File: src/rtl/inv_sub_arbiter.sv
// Two-requester arbiter that feeds one shared 4-bit inverse S-box,
// substituting a 16-bit word one nibble per cycle, MSB nibble first.
module inv_sub_arbiter #(
    parameter bit PRIO_RESET = 1'b0
) (
    input  logic        clk,
    input  logic        rst,
    input  logic        req0_valid,
    input  logic [15:0] req0_data,
    output logic        req0_ready,
    input  logic        req1_valid,
    input  logic [15:0] req1_data,
    output logic        req1_ready,
    output logic        out_valid,
    output logic [15:0] out_data,
    output logic        out_id,
    input  logic        out_ready
);

    typedef enum logic [1:0] {
        IDLE = 2'd0,
        SUB  = 2'd1,
        DONE = 2'd2
    } state_t;

    state_t      r_state;
    state_t      w_next;
    logic [1:0]  r_cnt;
    logic [15:0] r_word;
    logic [15:0] r_res;
    logic        r_id;
    logic        r_last;

    logic        w_gnt0;
    logic        w_gnt1;
    logic        w_acc;
    logic [1:0]  w_pos;
    logic [3:0]  w_nib_in;
    logic [3:0]  w_nib_out;

    // Tie goes to whoever was not served last
    assign w_gnt0 = req0_valid & (~req1_valid | r_last);
    assign w_gnt1 = req1_valid & (~req0_valid | ~r_last);
    assign w_acc  = req0_ready | req1_ready;

    // Counter 0 addresses bits [15:12]
    assign w_pos    = 2'd3 - r_cnt;
    assign w_nib_in = r_word[{w_pos, 2'b00} +: 4];

    always_comb begin
        w_nib_out = 4'h0;
        unique case (w_nib_in)
            4'h0: w_nib_out = 4'hA;
            4'h1: w_nib_out = 4'h5;
            4'h2: w_nib_out = 4'h9;
            4'h3: w_nib_out = 4'hB;
            4'h4: w_nib_out = 4'h1;
            4'h5: w_nib_out = 4'h7;
            4'h6: w_nib_out = 4'h8;
            4'h7: w_nib_out = 4'hF;
            4'h8: w_nib_out = 4'h6;
            4'h9: w_nib_out = 4'h0;
            4'hA: w_nib_out = 4'h2;
            4'hB: w_nib_out = 4'h3;
            4'hC: w_nib_out = 4'hC;
            4'hD: w_nib_out = 4'h4;
            4'hE: w_nib_out = 4'hD;
            4'hF: w_nib_out = 4'hE;
            default: w_nib_out = 4'h0;
        endcase
    end

    always_ff @(posedge clk) begin
        if (rst) begin
            r_state <= IDLE;
        end else begin
            r_state <= w_next;
        end
    end

    always_comb begin
        w_next = r_state;
        unique case (r_state)
            IDLE:    if (w_acc) w_next = SUB;
            SUB:     if (r_cnt == 2'd3) w_next = DONE;
            DONE:    if (out_ready) w_next = IDLE;
            default: w_next = IDLE;
        endcase
    end

    always_comb begin
        req0_ready = ~rst & (r_state == IDLE) & w_gnt0;
        req1_ready = ~rst & (r_state == IDLE) & w_gnt1;
        out_valid  = (r_state == DONE);
        out_data   = r_res;
        out_id     = r_id;
    end

    always_ff @(posedge clk) begin
        if (rst) begin
            r_cnt  <= 2'd0;
            r_word <= 16'h0000;
            r_res  <= 16'h0000;
            r_id   <= 1'b0;
            r_last <= ~PRIO_RESET;
        end else begin
            if (r_state == IDLE && w_acc) begin
                r_word <= req1_ready ? req1_data : req0_data;
                r_id   <= req1_ready;
                r_last <= req1_ready;
                r_cnt  <= 2'd0;
            end else if (r_state == SUB) begin
                r_res[{w_pos, 2'b00} +: 4] <= w_nib_out;
                r_cnt <= r_cnt + 2'd1;
            end
        end
    end

endmodule

File: config.mk
export PLATFORM = sky130hd
export DESIGN_NAME = inv_sub_arbiter
export DESIGN_NICKNAME = d
export VERILOG_FILES = /design/src/rtl/inv_sub_arbiter.sv
export SDC_FILE = /design/constraint.sdc
export NUM_CORES = 1
export LEC_CHECK = 0
export BUFFER_PORTS_ARGS = -buffer_cell sky130_fd_sc_hd__buf_2
export CORE_AREA = 4 4 64 66
export DETAILED_ROUTE_END_ITERATION = 7
export DIE_AREA = 0 0 68 70
export HOLD_SLACK_MARGIN = 0.03
export PLACE_DENSITY = 0.88
export SYNTH_ARGS = -nofsm -noshare
export SYNTH_HDL_FRONTEND = slang
export SYNTH_SLANG_ARGS = --single-unit
File: constraint.sdc
create_clock -name clk -period 5.6 [get_ports clk]
set_input_delay 0.28 -clock clk [delete_from_list [all_inputs] [get_ports clk]]
set_output_delay 0.28 -clock clk [all_outputs]
set_load 0.1 [all_outputs]
==> results.yml, run 1 <==
status:
  outcome: "completed"
cts:
  clockBufferDepth: 2
  cts_tree: "done"
  path_clk_slew_ns: 0.12
  root_buffer: "clkbuf_4"
  cts_buffers: 5
  htree_num_levels: 2
  post_cts_resized: 0
  clkSinkCount: 38
  clk_latency_ns: 0.35
  postCtsSetupBuffers: 0
  postCtsHoldBufs: 0
timing:
  relSlewSlack: 0.263
  hold_viol: 0
  rsz0062_at_grt: "no"
  worst_pin_slew_ns: 1.10
  fin_skew_ns: 0.00603
  maxSlewViolCount: 0
  final.setup.tns_ns: 0
  post-route-period-util: 0.523
  clock.fmax_mhz: 342
  min_period_ns: 2.93
  setup_viol_count_final: 0
setup_path:
  worstPathRequired_ns: 5.32
  setup.worst_path.end_class: "output port"
  crit_path_top_delay_cell: "inv_1"
  r2r_start: "r_cnt[0]"
  arrival_ns: 2.65
  criticalPathCategory: "reg2out"
  crit_path_max_fanout: 20
  critical-path-max-stage-delay_ns: 0.64
  cp_cell_sequence: "nor3_1 -> nand3_1 -> inv_1 -> buf_2"
  startpoint: "r_state[1]"
  crit_path_start_kind: "register"
power:
  p_sw_frac: 0.300
  p_comb_frac: 0.235
  power_frac_seq: 0.432
  p_switching_uw: 218
  p_leak_nw: 1.04
  clkPwrFrac: 0.333
  p_int_uw: 509
  p_per_area_nw_per_um2: 318
  ir_worst_vdd_mv: 0.187
cells_and_area:
  drive_gt1_frac: 0.281
  nets: 300
  diodes: 0
  area_growth_pct: 21.4
  finalNonFillerCells: 301
synth:
  synth_cells: 200
  synth_fp_nets: 248
  syn_area_um2: 1890
  yosys.area.top_type_share: 0.403
  synth.distinct_cells: 30
  yosysTopAreaCell: "dfxtp_1"
  ys_seq_area_frac: 0.403
  syn_avg_cell_area_um2: 9.43
  ys_warn_count: 0
  synth_area_leaders: "dfxtp_1 (40%), ha_1 (7.3%), a22o_1 (7.0%)"
  ys_ff_latch: 38
grt:
  grt_usage: 0.180
  grt_remaining_overflow: 0
  grt_pass1_vias: 1471
  antenna_found_initial: 0
  grt_pass1_wl_um: 6580
  grt_max_degree: 36
floorplan:
  die-area_um2: 4760
  num_rows: 22
  chipHeight_um: 70
  die_w_um: 68
  io_pins: 57
  start_util: 0.527
  coreArea_um2: 3580
drt:
  drt-initial-drc-count: 64
  wl_met2_um: 1980
  firstDrtPassIters: 5
  routedWlPerCell_um: 13.8
  met3_length_um: 234
  ant_nets: 0
  vias: 1631
  vias_per_cell: 5.42
  met1_length_um: 1890
  drc: 0
  drt_wl_total_um: 4170
  dr.max_layer_used: "met4"
hold_path:
  hold_path_startpoint: "req0_data[8]"
  hold_class: "in2reg"
placed_design:
  post-place-cells: 293
  dp_hpwl_um: 3120
  globalplace.congestion: 0.727
  port_buffers: 56
flow_run:
  cap_viol_max_count: 0
==> routing by layer <==
layer / global-route usage / vias up
li1: - / 826
met1: 0.224 / 749
met2: 0.298 / 49
met3: 0.0402 / 7
met4: 0.0662 / 0
met5: 0 / -
==> power groups by stage <==
stage / logic, mW / clock network [mW] / registers [mW]
2_1_floorplan: 0.109 / 0 / 0.340
3_3_place_gp: 0.166 / 0 / 0.319
3_5_place_dp: 0.171 / 0 / 0.320
4_1_cts: 0.172 / 0.244 / 0.314
5_1_grt: 0.187 / 0.254 / 0.316
6_report: 0.171 / 0.242 / 0.314
==> cell type report <==
class                           instances  area [um2]
Fill cell                             300        1290
Multi-Input combinational cell        142        1040
Sequential cell                        38         761
Clock buffer                            6        51.3
Inverter                                9        33.8
Tap cell                               48        60.1
Clock inverter                          2        60.1
Timing Repair Buffer                   56         280
==> Yosys cell counts <==
cell / count
nand2b_1: 3
a21oi_1: 5
nand3_1: 2
and3b_2: 1
a22o_2: 1
nor2b_1: 2
mux2i_1: 1
a211oi_2: 1
mux4_2: 4
buf_6: 1
nand3b_1: 17
a211o_1: 1
nor2_1: 19
xnor2_1: 1
and3_1: 1
ha_1: 11
a22o_1: 15
dfxtp_1: 38
xor2_1: 4
a22oi_1: 1
nor4_1: 4
or4_1: 1
inv_1: 9
mux4_1: 2
a31oi_1: 17
nand2_1: 21
nor3b_1: 2
o21ai_0: 4
nor3_1: 1
clkbuf_1: 10
==> critical path, delay by kind of cell (launching register included) <==
family | cells | cell delay (ns)
buffers and inverters | 2 | 1.17
flip-flops | 1 | 0.35
AND/OR/NAND/NOR | 2 | 0.76
==> flip-flops by register name, indices dropped and copies added (netlist names) <==
register / flops
out_data: 16
out_id: 1
r_cnt: 2
r_last: 1
r_state: 2
r_word: 16
==> path summary, 6_finish.rpt <==
check                      end  cells past startpoint  slack, ns
setup reg to reg   out_data[4]                      6       2.99
hold / removal       r_word[8]                      3       0.17
setup / recovery    req0_ready                      4       2.67
hold reg to reg   out_data[14]                      1       0.48
==> cell families (layout without fill, tap and decap cells) <==
| kind of cell | count (synthesis) | after routing | share of synthesized area |
|---|---|---|---|
| compound gates | 45 | 45 | 0.170 |
| xor+xnor | 5 | 5 | 0.0232 |
| fa+ha+maj | 11 | 11 | 0.0729 |
| buf+inv | 20 | 73 | 0.0438 |
| flops | 38 | 38 | 0.403 |
| mux | 7 | 7 | 0.0809 |
| simple gates | 74 | 74 | 0.206 |
==> layout by cell type (no fill, tap or decap), drive strengths merged, types with 6 or more instances in the layout <==
cell | synthesis | layout
nor2 | 19 | 19
buf | 1 | 56
dfxtp | 38 | 38
a22o | 16 | 16
nand2 | 21 | 21
nand3b | 17 | 17
inv | 9 | 9
a31oi | 17 | 17
clkbuf | 10 | 6
ha | 11 | 11
mux4 | 6 | 6
==> metrics by stage <==
| stage | instance area (um2) | total power, mW | setup slack, ns | hold WS, ns | utilization |
|---|---|---|---|---|---|
| after floorplan | 1890 | 0.449 | 3.30 | 0.433 | - |
| after global placement | 2180 | 0.485 | 2.97 | 0.458 | 0.609 |
| after detailed placement | 2180 | 0.490 | 2.88 | 0.457 | 0.609 |
| after CTS | 2290 | 0.729 | 2.66 | 0.168 | 0.640 |
| after global routing | 2290 | 0.757 | 2.38 | 0.164 | 0.640 |
| final | 2290 | 0.728 | 2.67 | 0.175 | 0.640 |
(Power assumes the default switching activity.)
==> run 2, diff against run 1 <==
--- a/config.mk
+++ b/config.mk
@@ -6,11 +6,11 @@
 export NUM_CORES = 1
 export LEC_CHECK = 0
 export BUFFER_PORTS_ARGS = -buffer_cell sky130_fd_sc_hd__buf_2
-export CORE_AREA = 4 4 64 66
+export CORE_AREA = 4 4 70 72
 export DETAILED_ROUTE_END_ITERATION = 7
-export DIE_AREA = 0 0 68 70
+export DIE_AREA = 0 0 74 76
 export HOLD_SLACK_MARGIN = 0.03
-export PLACE_DENSITY = 0.88
+export PLACE_DENSITY = 0.79
 export SYNTH_ARGS = -nofsm -noshare
 export SYNTH_HDL_FRONTEND = slang
 export SYNTH_SLANG_ARGS = --single-unit
==> constraint.sdc (replaced) <==
create_clock -name clk -period 2.57 [get_ports clk]
set_input_delay 0.1285 -clock clk [delete_from_list [all_inputs] [get_ports clk]]
set_output_delay 0.1285 -clock clk [all_outputs]
set_load 0.1 [all_outputs]
==> run 2 against run 1 <==
Flip-flop and latch count stayed put. Worst hold slack got worse by 0.089 ns. Core utilization fell by 8.5 points. Routed wire length is 1.0% higher. Critical path type is now reg2reg. Highest routed layer unchanged.
==> results.yml, run 2 (synthesized netlist as in run 1, its figures left out) <==
timing:
  post-route-period-util: 0.893
  hold_ws_ns: 0.0856
  clock.fmax_mhz: 436
  hold_viol: 0
  fin_skew_ns: 0.00347
  worst_pin_slew_ns: 0.640
  min_period_ns: 2.30
  maxSlewViolCount: 0
  setup_viol_count_final: 0
  relSlewSlack: 0.573
  rsz0062_at_grt: "no"
  final.setup.tns_ns: 0
drt:
  routedWlPerCell_um: 13.6
  drt-initial-drc-count: 47
  firstDrtPassIters: 4
  ant_nets: 0
  drc: 0
  vias: 1646
  vias_per_cell: 5.33
  drt_wl_total_um: 4210
cts:
  post_cts_resized: 0
  htree_num_levels: 2
  cts_buffers: 5
  clkSinkCount: 38
  clk_latency_ns: 0.29
  cts_tree: "done"
  postCtsHoldBufs: 0
  clockBufferDepth: 2
  root_buffer: "clkbuf_8"
  postCtsSetupBuffers: 0
  path_clk_slew_ns: 0.08
grt:
  grt_pass1_vias: 1460
  grt_pass1_wl_um: 6860
  grt_remaining_overflow: 0
  grt_max_degree: 33
  grt_usage: 0.153
  antenna_found_initial: 0
floorplan:
  start_util: 0.439
  num_rows: 24
  io_pins: 57
  coreArea_um2: 4290
  die-area_um2: 5620
  die_w_um: 74
  chipHeight_um: 76
placed_design:
  dp_hpwl_um: 3120
  place_area_um2: 2240
  post-place-cells: 301
  globalplace.congestion: 0.772
  port_buffers: 56
cells_and_area:
  diodes: 0
  area_growth_pct: 26.2
  final_util: 0.554
  design_area_um2: 2380
  layout.cells.most_common_list: "buf_2 (54), dfxtp_1 (38), nand2_1 (21)"
  nets: 304
  drive_gt1_frac: 0.292
  finalNonFillerCells: 309
  final_common_cell: "buf_2"
power:
  p_leak_nw: 1.08
  ir_worst_vdd_mv: 0.409
  p_per_area_nw_per_um2: 706
setup_path:
  crit_path_max_fanout: 6
  setup.worst_path.end_class: "register"
  r2r_cells: 6
  crit_path_start_kind: "register"
  r2r_start: "r_cnt[0]"
  reg2reg_slack_ns: 0.27
  arrival_ns: 2.48
  crit_end: "out_data[12]"
  criticalPathCategory: "reg2reg"
  r2r-end: "out_data[12]"
  startpoint: "r_cnt[0]"
  worstPathRequired_ns: 2.76
hold_path:
  hold_class: "in2reg"
status:
  outcome: "completed"
flow_run:
  cap_viol_max_count: 0
## run 2: cell count changes in the layout (fill, tap and decap cells not counted)
cell,before,now
buf_4,0,4
clkbuf_4,5,0
buf_2,56,54
clkbuf_8,1,5
buf_12,0,2
clkinv_4,0,1
## run 2: where the power goes
group          internal [mW]  switching, mW
logic                  0.153          0.243
registers              0.639         0.0379
clock network          0.389          0.218
total                   1.18          0.499
## run 2: area by class of cell
| class | count | area [um2] |
|---|---|---|
| Multi-Input combinational cell | 142 | 1040 |
| Timing Repair Buffer | 60 | 340 |
| Clock buffer | 5 | 68.8 |
| Inverter | 9 | 33.8 |
| Sequential cell | 38 | 761 |
| Tap cell | 52 | 65.1 |
| Fill cell | 389 | 1910 |
| Clock inverter | 3 | 68.8 |
## run 2: routing by layer
metal	wire length, um	vias to the layer above	global-route usage
met3	311	9	0.0515
met2	1870	51	0.228
met5	0	-	0
met4	76	0	0.0543
li1	-	835	-
met1	1950	751	0.205
## run 2: critical path: stages (launching register included)
cell and delay (ns):
dfxtp_1 0.39, mux4_1 0.67, inv_1 0.15, ha_1 0.19, inv_1 0.06, mux4_2 0.50
a22o_1 0.22
## run 2: stage by stage
stage	worst slack (ns)	power [mW]
after floorplan	0.272	0.978
after global placement	0.399	1.08
after detailed placement	0.311	1.08
after CTS	0.258	1.69
after global routing	0.122	1.76
final	0.275	1.68
## run 2: worst min path at each step
stage	start	endpoint	depth (start not counted)
floorplan	req0_data[0]	r_word[0]	2
global placement	req0_data[5]	r_word[5]	3
detailed placement	req0_data[0]	r_word[0]	3
CTS	req0_data[10]	r_word[10]	3
global route	req0_data[8]	r_word[8]	3
finish	req0_data[10]	r_word[10]	3
==> run 3, diff against run 2 <==
--- a/config.mk
+++ b/config.mk
@@ -6,11 +6,11 @@
 export NUM_CORES = 1
 export LEC_CHECK = 0
 export BUFFER_PORTS_ARGS = -buffer_cell sky130_fd_sc_hd__buf_2
-export CORE_AREA = 4 4 70 72
+export CORE_AREA = 4 4 82 61
 export DETAILED_ROUTE_END_ITERATION = 7
-export DIE_AREA = 0 0 74 76
+export DIE_AREA = 0 0 86 65
 export HOLD_SLACK_MARGIN = 0.03
-export PLACE_DENSITY = 0.79
+export PLACE_DENSITY = 0.74
 export SYNTH_ARGS = -nofsm -noshare
 export SYNTH_HDL_FRONTEND = slang
 export SYNTH_SLANG_ARGS = --single-unit
==> constraint.sdc (replaced) <==
create_clock -name clk -period 1.9 [get_ports clk]
set_input_delay 0.095 -clock clk [delete_from_list [all_inputs] [get_ports clk]]
set_output_delay 0.095 -clock clk [all_outputs]
set_load 0.1 [all_outputs]
==> run 3 against run 2 <==
The flow now finishes with violations (negative setup slack). Power rose by 46%. Core utilization grew 6.7 points. Sequential share of layout area decreased by 2.9 points. Clock skew rose by 0.0020 ns. First-iteration DRC count rose by 21%. Via count is 6.0% higher. Worst hold slack worse by 0.033 ns. Maximum frequency increased by 12%. Flip-flop and latch count unchanged. Critical path depth did not move. Count of clock-buffer cells in the layout increased by 1. Largest cell class unchanged.
==> results.yml, run 3 (synthesized netlist as in run 1, its figures left out) <==
status:
  outcome: "complete, but fails checks"
  violations: "negative setup slack"
timing:
  relSlewSlack: 0.676
  clock.fmax_mhz: 490
  setup_viol_count_final: 10
  hold_viol: 0
  min_period_ns: 2.04
  hold_ws_ns: 0.0528
  maxSlewViolCount: 0
  rsz0062_at_grt: "yes"
  worst_pin_slew_ns: 0.490
  post-route-period-util: 1.07
  fin_skew_ns: 0.00545
  worst_slack_ns: -0.142
placed_design:
  post-place-cells: 322
  port_buffers: 56
  dp_hpwl_um: 3570
  globalplace.congestion: 0.812
setup_path:
  setup.worst_path.end_class: "register"
  criticalPathCategory: "reg2reg"
  crit_path_max_fanout: 4
  worstPathRequired_ns: 2.09
  r2r-end: "out_data[4]"
  reg2reg_slack_ns: -0.14
  crit_path_start_kind: "register"
  r2r_start: "r_cnt[0]"
  r2r_cells: 6
  arrival_ns: 2.23
cells_and_area:
  final_common_cell: "buf_2"
  nets: 326
  drive_gt1_frac: 0.405
  layout.cells.most_common_list: "buf_2 (54), dfxtp_1 (37), buf_4 (25)"
  fill_cells: 356
  diodes: 0
  finalNonFillerCells: 334
  area_growth_pct: 39.3
cts:
  cts_tree: "done"
  cts_buffers: 5
  root_buffer: "clkbuf_8"
  htree_num_levels: 2
  clk_latency_ns: 0.29
  path_clk_slew_ns: 0.07
  clkSinkCount: 38
  clockBufferDepth: 2
flow_run:
  cap_viol_max_count: 0
floorplan:
  num_rows: 20
  start_util: 0.446
  die-area_um2: 5590
  die_w_um: 86
  io_pins: 57
  chipHeight_um: 65
  coreArea_um2: 4230
grt:
  grt_pass1_wl_um: 7600
  antenna_found_initial: 0
  grt_max_degree: 31
  grt_remaining_overflow: 0
  grt_pass1_vias: 1677
  grt_usage: 0.170
power:
  p_per_area_nw_per_um2: 931
  total_power_mw: 2.45
  ir_worst_vdd_mv: 0.540
  p_leak_nw: 1.20
drt:
  routedWlPerCell_um: 14.1
  firstDrtPassIters: 4
  drc: 0
  ant_nets: 0
  vias: 1744
  drt-initial-drc-count: 57
  vias_per_cell: 5.22
  drt_wl_total_um: 4690
hold_path:
  hold_path_startpoint: "req0_data[5]"
  holdPathEnd: "r_word[5]"
  hold_class: "in2reg"
  worstHoldPathCells: 3
## run 3: cell types whose count changed in the layout (fill, tap and decap cells not counted), moves of 2 or more
cell / before / now
inv_2: 0 / 3
buf_4: 4 / 25
ha_1: 11 / 8
ha_4: 0 / 3
mux4_1: 2 / 0
mux4_2: 4 / 6
o21ai_0: 4 / 2
inv_1: 9 / 5
nor3b_1: 2 / 0
## run 3: timing repair
action,CTS,global route
setup endpoints to repair,16,16
endpoints found under the hold margin,0,0
gates cloned,0,0
pin swaps,4,2
gates resized for setup,7,6
setup buffers,1,3
hold buffers,0,0
## run 3: how the worst max path moves through the flow
stage / from / end / slack (ns) / cells past startpoint
finish: r_cnt[0] / out_data[4] / -0.14 / 6
global route: r_cnt[0] / out_data[4] / -0.20 / 6
CTS: r_cnt[0] / out_data[12] / -0.14 / 6
detailed placement: r_cnt[0] / out_data[12] / -0.15 / 6
global placement: r_cnt[0] / out_data[12] / -0.11 / 6
floorplan: r_cnt[0] / out_data[12] / -0.24 / 7
## run 3: power by group
group	switching [mW]	total (mW)	internal, mW
Clock	0.283	0.843	0.560
Combinational	0.374	0.686	0.312
Sequential	0.0530	0.918	0.865
## run 3: routing by layer
| metal | part of all wire | vias up | wire (um) | global-route usage |
|---|---|---|---|---|
| met5 | 0 | - | 0 | 0 |
| met4 | 0.0072 | 0 | 34 | 0.0553 |
| met3 | 0.068 | 4 | 317 | 0.0508 |
| met2 | 0.43 | 44 | 2000 | 0.244 |
| met1 | 0.50 | 824 | 2350 | 0.240 |
| li1 | - | 872 | - | - |
## run 3: worst max-delay path, cell delays in order (launching register included)
cell and delay [ns]:
dfxtp_4 0.37, mux4_2 0.56, inv_4 0.12, ha_4 0.14, inv_2 0.02, mux4_2 0.48, a22o_2 0.24
## run 3: area by class of cell
cell class | count | area [um2] | area share
flip-flops and latches | 38 | 764 | 0.291
clock buffers | 6 | 82.6 | 0.0314
inverters | 9 | 36.3 | 0.0138
multi-input cells | 142 | 1100 | 0.420
well taps | 55 | 68.8 | 0.0262
clock inverters | 2 | 60.1 | 0.0229
repair buffers | 82 | 513 | 0.195
## run 3: stage by stage
step	util	setup slack (ns)	setup TNS, ns	instance area [um2]
after CTS	0.611	-0.136	-0.816	2580
after global placement	0.570	-0.111	-0.639	2410
after detailed placement	0.570	-0.153	-1.11	2410
after floorplan	-	-0.237	-1.15	1920
after global routing	0.621	-0.205	-1.86	2630
final	0.621	-0.142	-0.760	2630
